`config.mk`:
```
export PLATFORM = sky130hd
export DESIGN_NAME = max_scan_ctrl
export DESIGN_NICKNAME = d
export VERILOG_FILES = /design/src/rtl/max_scan_pkg.sv /design/src/rtl/four_bit_greater_than.sv /design/src/rtl/max_scan_ctrl.sv
export SDC_FILE = /design/constraint.sdc
export NUM_CORES = 1
export LEC_CHECK = 0
export BUFFER_PORTS_ARGS = -buffer_cell sky130_fd_sc_hd__clkbuf_2
export CAP_MARGIN = 30
export CORE_MARGIN = 2
export CORE_UTILIZATION = 52
export CTS_CLUSTER_DIAMETER = 60
export DETAILED_ROUTE_END_ITERATION = 8
export PLACE_DENSITY = 0.76
export SYNTH_ARGS = -nofsm -noshare
export SYNTH_HDL_FRONTEND = slang
export SYNTH_SLANG_ARGS = --single-unit
export TNS_END_PERCENT = 10
```
`constraint.sdc`:
```
create_clock -name clk -period 3.2 [get_ports clk]
set_input_delay 0.64 -clock clk [delete_from_list [all_inputs] [get_ports clk]]
set_output_delay 0.64 -clock clk [all_outputs]
set_load 0.1 [all_outputs]
```
`src/rtl/max_scan_pkg.sv`:
```
// rtl/max_scan_pkg.sv - shared constants and state encoding for the max/argmax scan controller
//
// Purpose : element/index widths and the controller state enum, shared by
//           max_scan_ctrl and anything that needs to decode its state.
// Ports   : none (package).

package max_scan_pkg;

  // Element width is pinned by the 4-bit comparator.
  localparam int DATA_W = 4;
  // Index/length width; longest burst is 2**IDX_W - 1 elements.
  localparam int IDX_W  = 4;

  typedef enum logic [1:0] {
    S_IDLE = 2'd0,
    S_SCAN = 2'd1,
    S_DONE = 2'd2
  } state_e;

endpackage : max_scan_pkg

```
`src/rtl/four_bit_greater_than.sv`:
```
// rtl/four_bit_greater_than.sv - unsigned 4-bit magnitude comparator
//
// Purpose : combinational a > b for two 4-bit unsigned operands.
// Ports   : a  [3:0] in   left operand
//           b  [3:0] in   right operand
//           gt       out  1 when a > b (unsigned)

module four_bit_greater_than (
  input  logic [3:0] a,
  input  logic [3:0] b,
  output logic       gt
);

  always_comb begin
    gt = (a > b);
  end

endmodule : four_bit_greater_than

```
`src/rtl/max_scan_ctrl.sv`:
```
// rtl/max_scan_ctrl.sv - streams a burst of 4-bit values and reports max value and first index
//
// Purpose : accepts `len` elements from a valid/ready source, keeps a running
//           maximum using the 4-bit comparator, and pulses `done` when the
//           result is final. Results hold until the next accepted start.
// Ports   : clk       in   clock, rising edge
//           rst_n     in   asynchronous active-low reset
//           start     in   begin a burst (sampled in IDLE only)
//           len       in   burst length, sampled with start
//           in_valid  in   in_data valid
//           in_ready  out  element accepted this cycle when in_valid is high
//           in_data   in   element value, unsigned
//           busy      out  high from the cycle after start through DONE
//           done      out  one-cycle result-valid pulse
//           max_val   out  largest value seen in the burst
//           max_idx   out  0-based index of the first occurrence of max_val

module max_scan_ctrl #(
  parameter int DATA_W = max_scan_pkg::DATA_W,
  parameter int IDX_W  = max_scan_pkg::IDX_W
) (
  input  logic              clk,
  input  logic              rst_n,
  input  logic              start,
  input  logic [IDX_W-1:0]  len,
  input  logic              in_valid,
  output logic              in_ready,
  input  logic [DATA_W-1:0] in_data,
  output logic              busy,
  output logic              done,
  output logic [DATA_W-1:0] max_val,
  output logic [IDX_W-1:0]  max_idx
);

  import max_scan_pkg::*;

  state_e            state_q,   state_d;
  logic [IDX_W-1:0]  len_q,     len_d;
  logic [IDX_W-1:0]  cnt_q,     cnt_d;
  logic [DATA_W-1:0] max_val_q, max_val_d;
  logic [IDX_W-1:0]  max_idx_q, max_idx_d;
  logic              in_ready_q, in_ready_d;
  logic              busy_q,     busy_d;
  logic              done_q,     done_d;

  logic              gt;
  logic              accept;
  logic              last_elem;

  // Comparator sees the incoming element against the running maximum; its
  // output gates the max register update in the same cycle.
  four_bit_greater_than u_gt (
    .a  (in_data),
    .b  (max_val_q),
    .gt (gt)
  );

  // in_ready_q is high exactly while in SCAN, so it doubles as the accept qualifier.
  assign accept    = in_valid && in_ready_q;
  assign last_elem = (cnt_q == (len_q - IDX_W'(1)));

  always_comb begin
    state_d   = state_q;
    len_d     = len_q;
    cnt_d     = cnt_q;
    max_val_d = max_val_q;
    max_idx_d = max_idx_q;

    unique case (state_q)
      S_IDLE: begin
        if (start) begin
          len_d     = len;
          cnt_d     = '0;
          max_val_d = '0;
          max_idx_d = '0;
          state_d   = (len == '0) ? S_DONE : S_SCAN;
        end
      end

      S_SCAN: begin
        if (accept) begin
          // First element loads unconditionally; later ones only on a strict
          // win so ties keep the earliest index.
          if (cnt_q == '0) begin
            max_val_d = in_data;
            max_idx_d = '0;
          end else if (gt) begin
            max_val_d = in_data;
            max_idx_d = cnt_q;
          end
          cnt_d = cnt_q + IDX_W'(1);
          if (last_elem) begin
            state_d = S_DONE;
          end
        end
      end

      S_DONE: begin
        state_d = S_IDLE;
      end

      default: begin
        state_d = S_IDLE;
      end
    endcase

    // Outputs are registered: decode them from the next state.
    in_ready_d = (state_d == S_SCAN);
    busy_d     = (state_d != S_IDLE);
    done_d     = (state_d == S_DONE);
  end

  always_ff @(posedge clk or negedge rst_n) begin
    if (!rst_n) begin
      state_q    <= S_IDLE;
      len_q      <= '0;
      cnt_q      <= '0;
      max_val_q  <= '0;
      max_idx_q  <= '0;
      in_ready_q <= 1'b0;
      busy_q     <= 1'b0;
      done_q     <= 1'b0;
    end else begin
      state_q    <= state_d;
      len_q      <= len_d;
      cnt_q      <= cnt_d;
      max_val_q  <= max_val_d;
      max_idx_q  <= max_idx_d;
      in_ready_q <= in_ready_d;
      busy_q     <= busy_d;
      done_q     <= done_d;
    end
  end

  assign in_ready = in_ready_q;
  assign busy     = busy_q;
  assign done     = done_q;
  assign max_val  = max_val_q;
  assign max_idx  = max_idx_q;

endmodule : max_scan_ctrl

```
Yosys cells after proc, flatten, opt, wreduce, memory -nomap -nowiden
Cells that the tools add are included.

cells by class
  add/sub/neg operators = 2
  $mul = 0
  divide/modulo/power cells = 0
  magnitude comparators = 1
  equality and inequality tests = 7
  shift-type cells = 0
  mux-type cells = 16
  bitwise logic cells = 0
  reduce and logical (&&, ||, !) cells = 9

operators with widths
  kind                 number
  $mux 4               8
  $pmux 4 s2           3
  $logic_not 4->1      2
  $mux 2               4
  $add 4x1->4 const B  1
  $eq 2x1->1 const B   2
  $eq 4x4->1           1
  $gt 4x4->1           1
  $ne 2x2->1 const B   2
  $pmux 2 s2           1
  $reduce_and 4->1     1
  $reduce_bool 2->1    2
  $sub 4x1->4 const B  1
  $ne 3x3->1 const B   1
  $reduce_and 3->1     1
  $eq 2x2->1 const B   1
  $logic_not 2->1      1
  $reduce_and 2->1     1
  $logic_and 1x1->1    1

storage, ports and cells
  flip-flop bits (word level) = 21
  latch bits = 0
  memory bits (writable) = 0
  memory bits (read-only) = 0
  bits of input ports = 12
  word-level logic and storage cells = 43
  memories = 0

Depth between registers and ports, before layout
  word-level depth = 6
  gate-level depth with buffers = 7
  mapped depth without buffers = 6

Hierarchy
Synthesis repeated with hierarchy kept, for this count alone.

second synthesis, totals
  cell total of the unflattened synthesis = 106
  area total of the unflattened synthesis = 1133.6 µm²

modules (own cells, without submodules)
  module                 times used  cells each  area an instance (µm²)  seq. area each (µm²)
  max_scan_ctrl          1           93          1034.7                  525.5
  four_bit_greater_than  1           13          98.8                    0.0

Worst setup path after synthesis
No wires, ideal clock.

  path type = reg-to-reg
  start point = register max_val_q[1], in the netlist max_val[1]
  end point = register max_val_q[0], in the netlist max_val[0]
  setup time = 0.080 ns
  arrival time = 2.021 ns
  required time = 3.120 ns
  setup slack = 1.099 ns
  stages on the path, launching flop included = 8
  clock period less this slack = 2.101 ns
  path through = dfrtp_1 inv_1 ha_1 nor2b_1 o211ai_1 a21o_1 buf_6 mux2i_1

between the ends
  cells in the longest elaborated chain, start to end = 3

ends and longest elaborated chain
  what                        RTL line                     RTL
  start: declaration          max_scan_ctrl.sv:40          logic [DATA_W-1:0] max_val_q, max_val_d;
  start signal: assignment    max_scan_ctrl.sv:127         max_val_q <= max_val_d;
  $gt 4x4->1                  four_bit_greater_than.sv:15  gt = (a > b);
  $ne 3x3->1 (no line)        --
  $reduce_and 4->1 (no line)  --

Every way passes these cells.
A chain may end at the register's enable or synchronous reset.

Worst setup path after layout
  start point = register cnt_q[0]
  end point = register max_val_q[0], in the netlist max_val[0]

between the ends
  cells in the longest elaborated chain, start to end = 4
  elaborated cells between the ends (all ways) = 6
  classes of those cells = eq/ne (1); mux (3); reduce/logical (2)

ends and longest elaborated chain
  what                      RTL line              RTL
  start: declaration        max_scan_ctrl.sv:39   logic [IDX_W-1:0] cnt_q, cnt_d;
  start signal: assignment  max_scan_ctrl.sv:126  cnt_q <= cnt_d;
  $logic_not 4->1 *         max_scan_ctrl.sv:84   if (cnt_q == '0) begin
  $mux 4                    max_scan_ctrl.sv:84
  $mux 4                    max_scan_ctrl.sv:81   if (accept) begin
  $pmux 4 s2                max_scan_ctrl.sv:69   unique case (state_q)

Every way passes the cells marked *; elsewhere a longest branch is shown, timed or not. The select of a mux whose other input is x is not followed.

==> summary.txt <==
layout cells sized above 1: 0.2132
number of cell rows: 16
post-CTS resize count: 0
critical path startpoint: cnt_q[0]
Final Skew: 1.910 ps
Clk Latency, worst-skew pair: 310 ps
CP max FO: 8
Max-Cap Viols: 0
IO Port Bufs: 22
post-CTS setup repair buffer count: 0
synthesized flop and latch total: 21
Mean Syn Cell Area: 9.976 sq um
Setup CP Type: reg2reg
Worst Hold Class: in2async
WL/cell: 12.53 microns
Setup crit end kind: register
most frequent cells in the layout: 27 x nand2_1, 22 x clkbuf_2, 21 x dfrtp_1, 8 x inv_1, 8 x mux2i_1
die footprint: 2556 sq um
pin count of the biggest net entering global routing: 22
CTS clk-pin slew, worst paths: 110 ps
sequential-to-total area share from yosys stat: 0.4661
initial core utilization: 0.5631
DRT Pass-1 Iters: 4
global route overflow: 0
CP arrival: 2060 ps
Crit path largest cell delay: 480 ps
WP data required: 3430 ps
Mapped Cells: 113
Fmax achieved: 548.1 MHz
worst path bufs/invs: 1
YS warnings: 0
post-detailed-routing wire length: 2.042 mm
HPWL Detailed: 1.529 mm
placeable core region: 2002 sq um
Slew Viols, Final: 0
CTS root buf: clkbuf_4
Vias/cell: 5.190
hold buffers post-CTS: 0
total CTS buffers: 3
Worst-Margin Slew: 656.2 ps
reg-to-reg slack, setup: 1380 ps
startpoint types: register
initial DRC count: 4
Ant. Diodes: 0
H-tree Lvls: 1
Final setup viols: 0
vias in the first global route: 829
initial antenna violation count: 0
cells along the critical path: inv_1 -> ha_1 -> nor3b_2 -> a211oi_1 -> a21o_1 -> mux2i_1
number of routed nets with antenna violations: 0
IO Pins: 23
Final min period: 1824 ps
RSZ-0062 raised after global routing: false
placer congestion estimate: 0.7797
R2R Path End: max_val[0]
CTS sink count: 21
first-pass GRT wire length: 3.643 mm
Slew Limit Headroom: 0.5585
Post-Syn Nets: 132
R2R cell count: 6
Nets: 156
height of the die: 50.56 microns
Layout Area Growth over Synthesis: 13.43%
status: complete, no violations
clock buffer depth: 2
Slowest-stage cell, CP: dfrtp_1
via count: 846
reg2reg start: cnt_q[0]
Die W: 50.56 microns
Final Hold Fails: 0
Fillers: 192
Mapped Area: 1127 sq um
top cell family by delay on the critical path: compound AO/OA/AOI/OAI gates
global-route usage over all layers: 0.1917
drt drc: 0
Yosys cell types: 29
post-route clock period utilization: 0.5701
commonest non-fill, non-tap cell in the layout: nand2_1
Setup TNS Final: 0 ps
CTS tree: done
## per-stage QoR
stage	instances	hold slack (ps)	instance area (sq um)	util	worst slack, ps
5_1_grt	163	306.5	1279	0.6388	1218
4_1_cts	163	291.3	1279	0.6388	1351
6_report	163	279.1	1279	0.6388	1376
2_1_floorplan	113	344.4	1127	-	1099
3_3_place_gp	159	483.4	1252	0.6256	1196
3_5_place_dp	159	484.1	1252	0.6256	1112
## metal layers
| layer | vias to the layer above | track usage | part of all wire |
|---|---|---|---|
| li1 | 425 | - | - |
| met1 | 396 | 0.2543 | 0.46 |
| met2 | 20 | 0.3004 | 0.47 |
| met3 | 5 | 0.02679 | 0.036 |
| met4 | 0 | 0.1081 | 0.027 |
| met5 | - | 0 | 0 |
## worst max-delay path by stage
stage | endpoint | cells past startpoint | slack (ps)
after CTS | max_val[0] | 6 | 1350
after global routing | max_val[1] | 6 | 1220
after global placement | max_val[2] | 6 | 1200
after floorplan | max_val[0] | 7 | 1100
after detailed placement | max_val[0] | 6 | 1110
final | max_val[0] | 6 | 1380
## kinds of logic after synthesis
family,count (synthesis),synth area share
and+or+nand+nor,45,0.1920
DFF,21,0.4661
buffers and inverters,12,0.04995
AOI/OAI and AO/OA,11,0.07104
muxes,9,0.08102
xor gates and xnor gates,8,0.06216
adders and majority gates,7,0.07769
## synthesized netlist by cell type
library cell   n  area [sq um]
a211oi_1       1         7.510
ha_1           7         87.58
nand2b_1       1         6.260
xor2_1         2         17.52
dfrtp_1       21         525.5
nand2_1       27         101.4
buf_4          1         7.510
clkbuf_1       2         7.510
nor2_1         5         18.77
nor4b_1        1         8.760
o21ai_2        1         8.760
inv_1          8         30.03
o22ai_1        2         12.51
nor2b_1        2         12.51
nor3b_1        1         7.510
nand4_1        2         12.51
buf_6          1         11.26
and4b_1        1         10.01
or3b_1         1         8.760
nor4_1         2         12.51
o211ai_1       1         7.510
o21ai_0        2         10.01
xnor2_1        6         52.55
nor3_1         1         5.000
a21o_1         1         7.510
mux2i_1        8         80.08
mux2_2         1         11.26
a22o_1         3         26.28
nor3b_2        1         12.51
## layout make-up
class | instances | area [sq um] | area share
Multi-Input combinational cell | 80 | 545.5 | 0.4266
Clock buffer | 4 | 26.28 | 0.02055
Tap cell | 27 | 33.78 | 0.02642
Sequential cell | 21 | 525.5 | 0.4110
Timing Repair Buffer | 23 | 117.6 | 0.09198
Inverter | 8 | 30.03 | 0.02348
## state kept, by name (all words and copies together) (netlist names)
signal / flops
cnt_q: 4
len_q: 4
max_idx: 4
max_val: 4
state_q: 2
busy: 1
done: 1
in_ready: 1
Power is not shown: default switching activity piles up to over one toggle a cycle in this logic, so the estimate is an artifact.
